`src/rtl/shift_seq_ctrl_pkg.sv`:
```
// Shared types and constants for the serial shift-register sequencer.
// Imported by the channel interface, the controller and the bench.
package shift_seq_pkg;

   localparam int   DEFAULT_WIDTH = 4;
   localparam logic DIR_RIGHT     = 1'b0;
   localparam logic DIR_LEFT      = 1'b1;

   typedef enum logic [1:0] {
      IDLE    = 2'd0,
      SHIFT   = 2'd1,
      CAPTURE = 2'd2,
      RESP    = 2'd3
   } state_e;

endpackage

```
`src/rtl/shift_seq_ctrl_if.sv`:
```
// Command/response channel between a host agent (master) and the sequencer (slave).
// Both channels use valid/ready; the response carries the captured register value.
interface shift_seq_ctrl_if
   import shift_seq_pkg::*;
#(
   parameter int WIDTH = DEFAULT_WIDTH,
   parameter int CNT_W = 3
);

   logic             cmd_valid;
   logic             cmd_ready;
   logic             cmd_dir;
   logic [CNT_W-1:0] cmd_len;
   logic [WIDTH-1:0] cmd_data;
   logic             rsp_valid;
   logic             rsp_ready;
   logic [WIDTH-1:0] rsp_data;

   modport master (
      output cmd_valid, cmd_dir, cmd_len, cmd_data, rsp_ready,
      input  cmd_ready, rsp_valid, rsp_data
   );

   modport slave (
      input  cmd_valid, cmd_dir, cmd_len, cmd_data, rsp_ready,
      output cmd_ready, rsp_valid, rsp_data
   );

endinterface

```
`src/rtl/shift_seq_ctrl.sv`:
```
// Sequencer: shifts up to WIDTH command bits into an external shift register, then
// returns its q. Latency len_eff+2 cycles to rsp_valid; a stalled response blocks new commands.
module shift_seq_ctrl
   import shift_seq_pkg::*;
#(
   parameter int WIDTH = DEFAULT_WIDTH,
   parameter int CNT_W = 3
) (
   input  logic              clk,
   input  logic              rst,
   shift_seq_ctrl_if.slave   bus,
   output logic              shift_en,
   output logic              dir,
   output logic              serial_in,
   input  logic [WIDTH-1:0]  q_in,
   output logic              busy
);

   localparam logic [CNT_W-1:0] LEN_MAX = CNT_W'(WIDTH);
   localparam logic [CNT_W-1:0] LEN_ONE = CNT_W'(1);

   state_e           state_q;
   logic [CNT_W-1:0] cnt_q;
   logic [WIDTH-1:0] data_q;
   logic             shift_en_q;
   logic             dir_q;
   logic             serial_in_q;
   logic             rsp_valid_q;
   logic [WIDTH-1:0] rsp_data_q;
   logic             busy_q;
   logic [CNT_W-1:0] len_eff;

   // Clamp before counting so the down-counter never has to wrap.
   assign len_eff = (bus.cmd_len > LEN_MAX) ? LEN_MAX : bus.cmd_len;

   always_ff @(posedge clk) begin
      if (rst) begin
         state_q     <= IDLE;
         cnt_q       <= '0;
         data_q      <= '0;
         shift_en_q  <= 1'b0;
         dir_q       <= DIR_RIGHT;
         serial_in_q <= 1'b0;
         rsp_valid_q <= 1'b0;
         rsp_data_q  <= '0;
         busy_q      <= 1'b0;
      end else begin
         case (state_q)
            IDLE: begin
               if (bus.cmd_valid) begin
                  dir_q  <= bus.cmd_dir;
                  busy_q <= 1'b1;
                  if (len_eff != '0) begin
                     state_q     <= SHIFT;
                     cnt_q       <= len_eff;
                     shift_en_q  <= 1'b1;
                     serial_in_q <= bus.cmd_data[0];
                     data_q      <= bus.cmd_data >> 1;
                  end else begin
                     state_q <= CAPTURE;
                  end
               end
            end
            SHIFT: begin
               // cnt_q counts shift cycles still being presented, including this one.
               if (cnt_q == LEN_ONE) begin
                  state_q     <= CAPTURE;
                  cnt_q       <= '0;
                  shift_en_q  <= 1'b0;
                  serial_in_q <= 1'b0;
               end else begin
                  cnt_q       <= cnt_q - LEN_ONE;
                  serial_in_q <= data_q[0];
                  data_q      <= data_q >> 1;
               end
            end
            CAPTURE: begin
               rsp_data_q  <= q_in;
               rsp_valid_q <= 1'b1;
               state_q     <= RESP;
            end
            RESP: begin
               if (bus.rsp_ready) begin
                  rsp_valid_q <= 1'b0;
                  busy_q      <= 1'b0;
                  state_q     <= IDLE;
               end
            end
            default: state_q <= IDLE;
         endcase
      end
   end

   assign bus.cmd_ready = (state_q == IDLE);
   assign bus.rsp_valid = rsp_valid_q;
   assign bus.rsp_data  = rsp_data_q;
   assign shift_en      = shift_en_q;
   assign dir           = dir_q;
   assign serial_in     = serial_in_q;
   assign busy          = busy_q;

endmodule

```
`src/flat_wrapper.sv`:
```
// flat-port wrapper written by rule: the top's interface ports become plain ports
module shift_seq_ctrl_flat import shift_seq_pkg::*;
#(
   parameter int WIDTH = DEFAULT_WIDTH,
   parameter int CNT_W = 3
)
  (clk, rst, shift_en, dir, serial_in, q_in, busy, bus_cmd_valid, bus_cmd_dir, bus_cmd_len, bus_cmd_data, bus_rsp_ready, bus_cmd_ready, bus_rsp_valid, bus_rsp_data);
  shift_seq_ctrl_if #(.WIDTH(WIDTH), .CNT_W(CNT_W)) bus_i ();
  input  logic clk;
  input  logic rst;
  output logic shift_en;
  output logic dir;
  output logic serial_in;
  input  logic [WIDTH-1:0] q_in;
  output logic busy;
  input wire logic [$bits(bus_i.cmd_valid)-1:0] bus_cmd_valid;
  input wire logic [$bits(bus_i.cmd_dir)-1:0] bus_cmd_dir;
  input wire logic [$bits(bus_i.cmd_len)-1:0] bus_cmd_len;
  input wire logic [$bits(bus_i.cmd_data)-1:0] bus_cmd_data;
  input wire logic [$bits(bus_i.rsp_ready)-1:0] bus_rsp_ready;
  output wire logic [$bits(bus_i.cmd_ready)-1:0] bus_cmd_ready;
  output wire logic [$bits(bus_i.rsp_valid)-1:0] bus_rsp_valid;
  output wire logic [$bits(bus_i.rsp_data)-1:0] bus_rsp_data;
  assign bus_i.cmd_valid = bus_cmd_valid;
  assign bus_i.cmd_dir = bus_cmd_dir;
  assign bus_i.cmd_len = bus_cmd_len;
  assign bus_i.cmd_data = bus_cmd_data;
  assign bus_i.rsp_ready = bus_rsp_ready;
  assign bus_cmd_ready = bus_i.cmd_ready;
  assign bus_rsp_valid = bus_i.rsp_valid;
  assign bus_rsp_data = bus_i.rsp_data;
  shift_seq_ctrl #(.WIDTH(WIDTH), .CNT_W(CNT_W)) u_core (.clk(clk), .rst(rst), .bus(bus_i), .shift_en(shift_en), .dir(dir), .serial_in(serial_in), .q_in(q_in), .busy(busy));
endmodule
```
`config.mk`:
```
export PLATFORM = sky130hd
export DESIGN_NAME = shift_seq_ctrl_flat
export DESIGN_NICKNAME = d
export VERILOG_FILES = /design/src/rtl/shift_seq_ctrl_pkg.sv /design/src/rtl/shift_seq_ctrl_if.sv /design/src/rtl/shift_seq_ctrl.sv /design/src/flat_wrapper.sv
export SDC_FILE = /design/constraint.sdc
export NUM_CORES = 1
export LEC_CHECK = 0
export ABC_AREA = 1
export ABC_CLOCK_PERIOD_IN_PS = 1300
export CAP_MARGIN = 10
export CORE_MARGIN = 2
export CORE_UTILIZATION = 42
export CTS_CLUSTER_DIAMETER = 40
export CTS_CLUSTER_SIZE = 30
export DETAILED_ROUTE_END_ITERATION = 10
export PLACE_DENSITY = 0.82
export SYNTH_ARGS = -nofsm -noshare
export SYNTH_HDL_FRONTEND = slang
export SYNTH_SLANG_ARGS = --single-unit
```
`constraint.sdc`:
```
create_clock -name clk -period 1.3 [get_ports clk]
set_input_delay 0.26 -clock clk [delete_from_list [all_inputs] [get_ports clk]]
set_output_delay 0.26 -clock clk [all_outputs]
set_load 0.05 [all_outputs]
```
==> impl_metrics.ini <==
[clock_tree]
clkLatencyLatePin_ns = 0.28
numCtsBuffers = 3
clockBufferDepth = 2
h-tree-depth = 1
clock-sinks = 17
root_buffer = clkbuf_4
path_clk_slew_ns = 0.11
cts_tree = done

[route]
first_iter_violations = 20
drc_errors = 0
dr.pass1.iters = 4
vias_per_cell = 4.85
ant_nets = 0
routed_wl_um = 2490
vias = 995
avgRoutedWirePerCell_um = 12.1

[finish]
postLayoutCellArea_um2 = 1530
diodes = 0
final_common_cell = nand2_1
final_nets = 201
area_delta_synth_final_pct = 62.3
layout_common_cells = 26 x nand2_1, 22 x nor2_1, 15 x clkdlybuf4s50_1
drive_gt1_share_pct = 31.1

[sta]
rsz0062_at_grt = true
fin_crit_ns = 1.31
finalCritPeriodShare_pct = 101
setup_viol = 1
drv_slew = 0
hold_violations = 0
maxSlewHeadroom_pct = 77.3
worst_slack_ns = -0.0121
clock_skew_ns = 0.00895
worst_pin_slew_ns = 0.340
max_freq_mhz = 762
whs_ns = 0.472

[grt]
grtUsageTotal_pct = 19.7
grt_pass1_vias = 989
antenna_found_initial = 0
grt_overflow_total = 0
grt_pass1_wl_um = 4040
grt_max_degree = 13

[floorplan]
fp.dieH_um = 51.3
die_w_um = 51.3
core_um2 = 2170
die-area_um2 = 2630
start_util_pct = 43.3
pin_count = 26
fp-row-count = 17

[synth]
synth-seq-cells = 17
seq_area_frac_synth_pct = 36.2
syn-num-nets = 160
ys_warn_count = 0
syn-instance-count = 137
avgSynthCellArea_um2 = 6.86
synth_cell_types = 16
netlist_area_um2 = 940

[setup_path]
critPathArrivalTime_ns = 1.05
cp.required_ns = 1.04
worst-setup-path-type = flip-flop to output port
r2r_slack_ns = 0
cp_cell_sequence = inv_2, ha_4, buf_12
cp_max_fo = 5
max_stage_delay_ns = 0.34
cp_slowest_cell = dfxtp_2
worst_path_dominant_cell_family = flip-flops
end_kind = output port
path_buf_inv = 2
startpoint_type = flip-flop

[pwr]
irDropWorstVdd_uv = 1440
power.density_nw_per_um2 = 2230
p_leak_nw = 0.701

[outcome]
violations = setup timing
status = complete, but fails checks

[place]
gp_congestion = 0.898
port_buffers = 25
hpwl_um = 1820
placed_area_um2 = 1390

[flow_run]
cap_viol_max_count = 0

[hold_path]
min_path_type = flip-flop to flip-flop
per-stage QoR:
step / power [mW] / std cells / utilization, % / worst slack (ns) / setup TNS [ns]
2_1_floorplan: 2.06 / 137 / - / 0.00892 / 0
3_3_place_gp: 2.75 / 197 / 64.0 / -0.129 / -0.885
3_5_place_dp: 2.81 / 197 / 64.0 / -0.198 / -1.33
4_1_cts: 3.14 / 202 / 65.9 / -0.0163 / -0.0163
5_1_grt: 3.66 / 205 / 70.3 / -0.0587 / -0.177
6_report: 3.41 / 205 / 70.3 / -0.0121 / -0.0121
power by group:
group / internal, mW / leakage (nW) / total, mW / switching, mW
Combinational: 1.00 / 0.545 / 2.26 / 1.25
Clock: 0.119 / 0.0150 / 0.281 / 0.163
Sequential: 0.710 / 0.141 / 0.869 / 0.159
Total: 1.83 / 0.701 / 3.41 / 1.57
cell usage after synthesis (all sizes together):
library cell / count / area (um2)
clkinv: 1 / 5.00
buf: 1 / 11.3
nand2: 35 / 144
a21oi: 7 / 42.5
inv: 18 / 67.6
nand4: 1 / 6.26
o21ai: 13 / 65.1
nor2: 25 / 93.8
ha: 7 / 87.6
xor2: 1 / 8.76
nand3: 11 / 67.6
dfxtp: 17 / 340
cell families (layout without fill, tap and decap cells):
family,Yosys count,after routing,synth area share [%]
buffers and inverters,20,60,8.92
adder cells (fa/ha/maj),7,7,9.32
AO/OA/AOI/OAI,20,20,11.5
AND/OR/NAND/NOR,72,72,33.2
XOR/XNOR,1,1,0.932
flip-flops,17,17,36.2
state kept, by name, summed over array words and instances (netlist names):
| register | cells |
|---|---|
| u_core.bus.rsp_data | 4 |
| u_core.cnt_q | 3 |
| u_core.data_q | 3 |
| u_core.state_q | 2 |
| u_core.bus.rsp_valid | 1 |
| u_core.busy | 1 |
| u_core.dir | 1 |
| u_core.serial_in | 1 |
| u_core.shift_en | 1 |
routing by layer:
layer	vias to the layer above	global-route usage (%)	part of all wire, %
met3	4	3.80	5.0
li1	511	-	-
met2	26	36.4	52
met5	-	0	0
met4	0	3.51	0.93
met1	454	23.7	42
timing repair:
item	CTS	global route
endpoints found under the setup margin	6	9
hold buffers	0	0
gates resized for setup	4	23
buffers inserted	1	3
pin swaps	0	8
cell type report:
cell class,instances,area [um2]
multi-input combinational,100,597
sequential,17,348
inverter,19,78.8
timing repair buffer,37,440
fill,181,644
tap,28,35.0
clock buffer,4,26.3
worst register-to-register path, cell delays in order (launching register included):
cell	delay, ns
dfxtp_4	0.39
buf_4	0.13
ha_4	0.19
nand2_2	0.11
inv_1	0.10
nor2_2	0.05
o21ai_0	0.17
nor2_1	0.07
worst paths after layout:
| check | from | to | cells after the start |
|---|---|---|---|
| max | u_core.state_q[1] | bus_cmd_ready | 3 |
| min | u_core.data_q[2] | u_core.data_q[2] | 2 |
| max reg2reg | u_core.state_q[0] | u_core.state_q[0] | 7 |
| min reg2reg | u_core.data_q[2] | u_core.data_q[2] | 2 |
No activity file was read; power rests on OpenSTA's default activity.
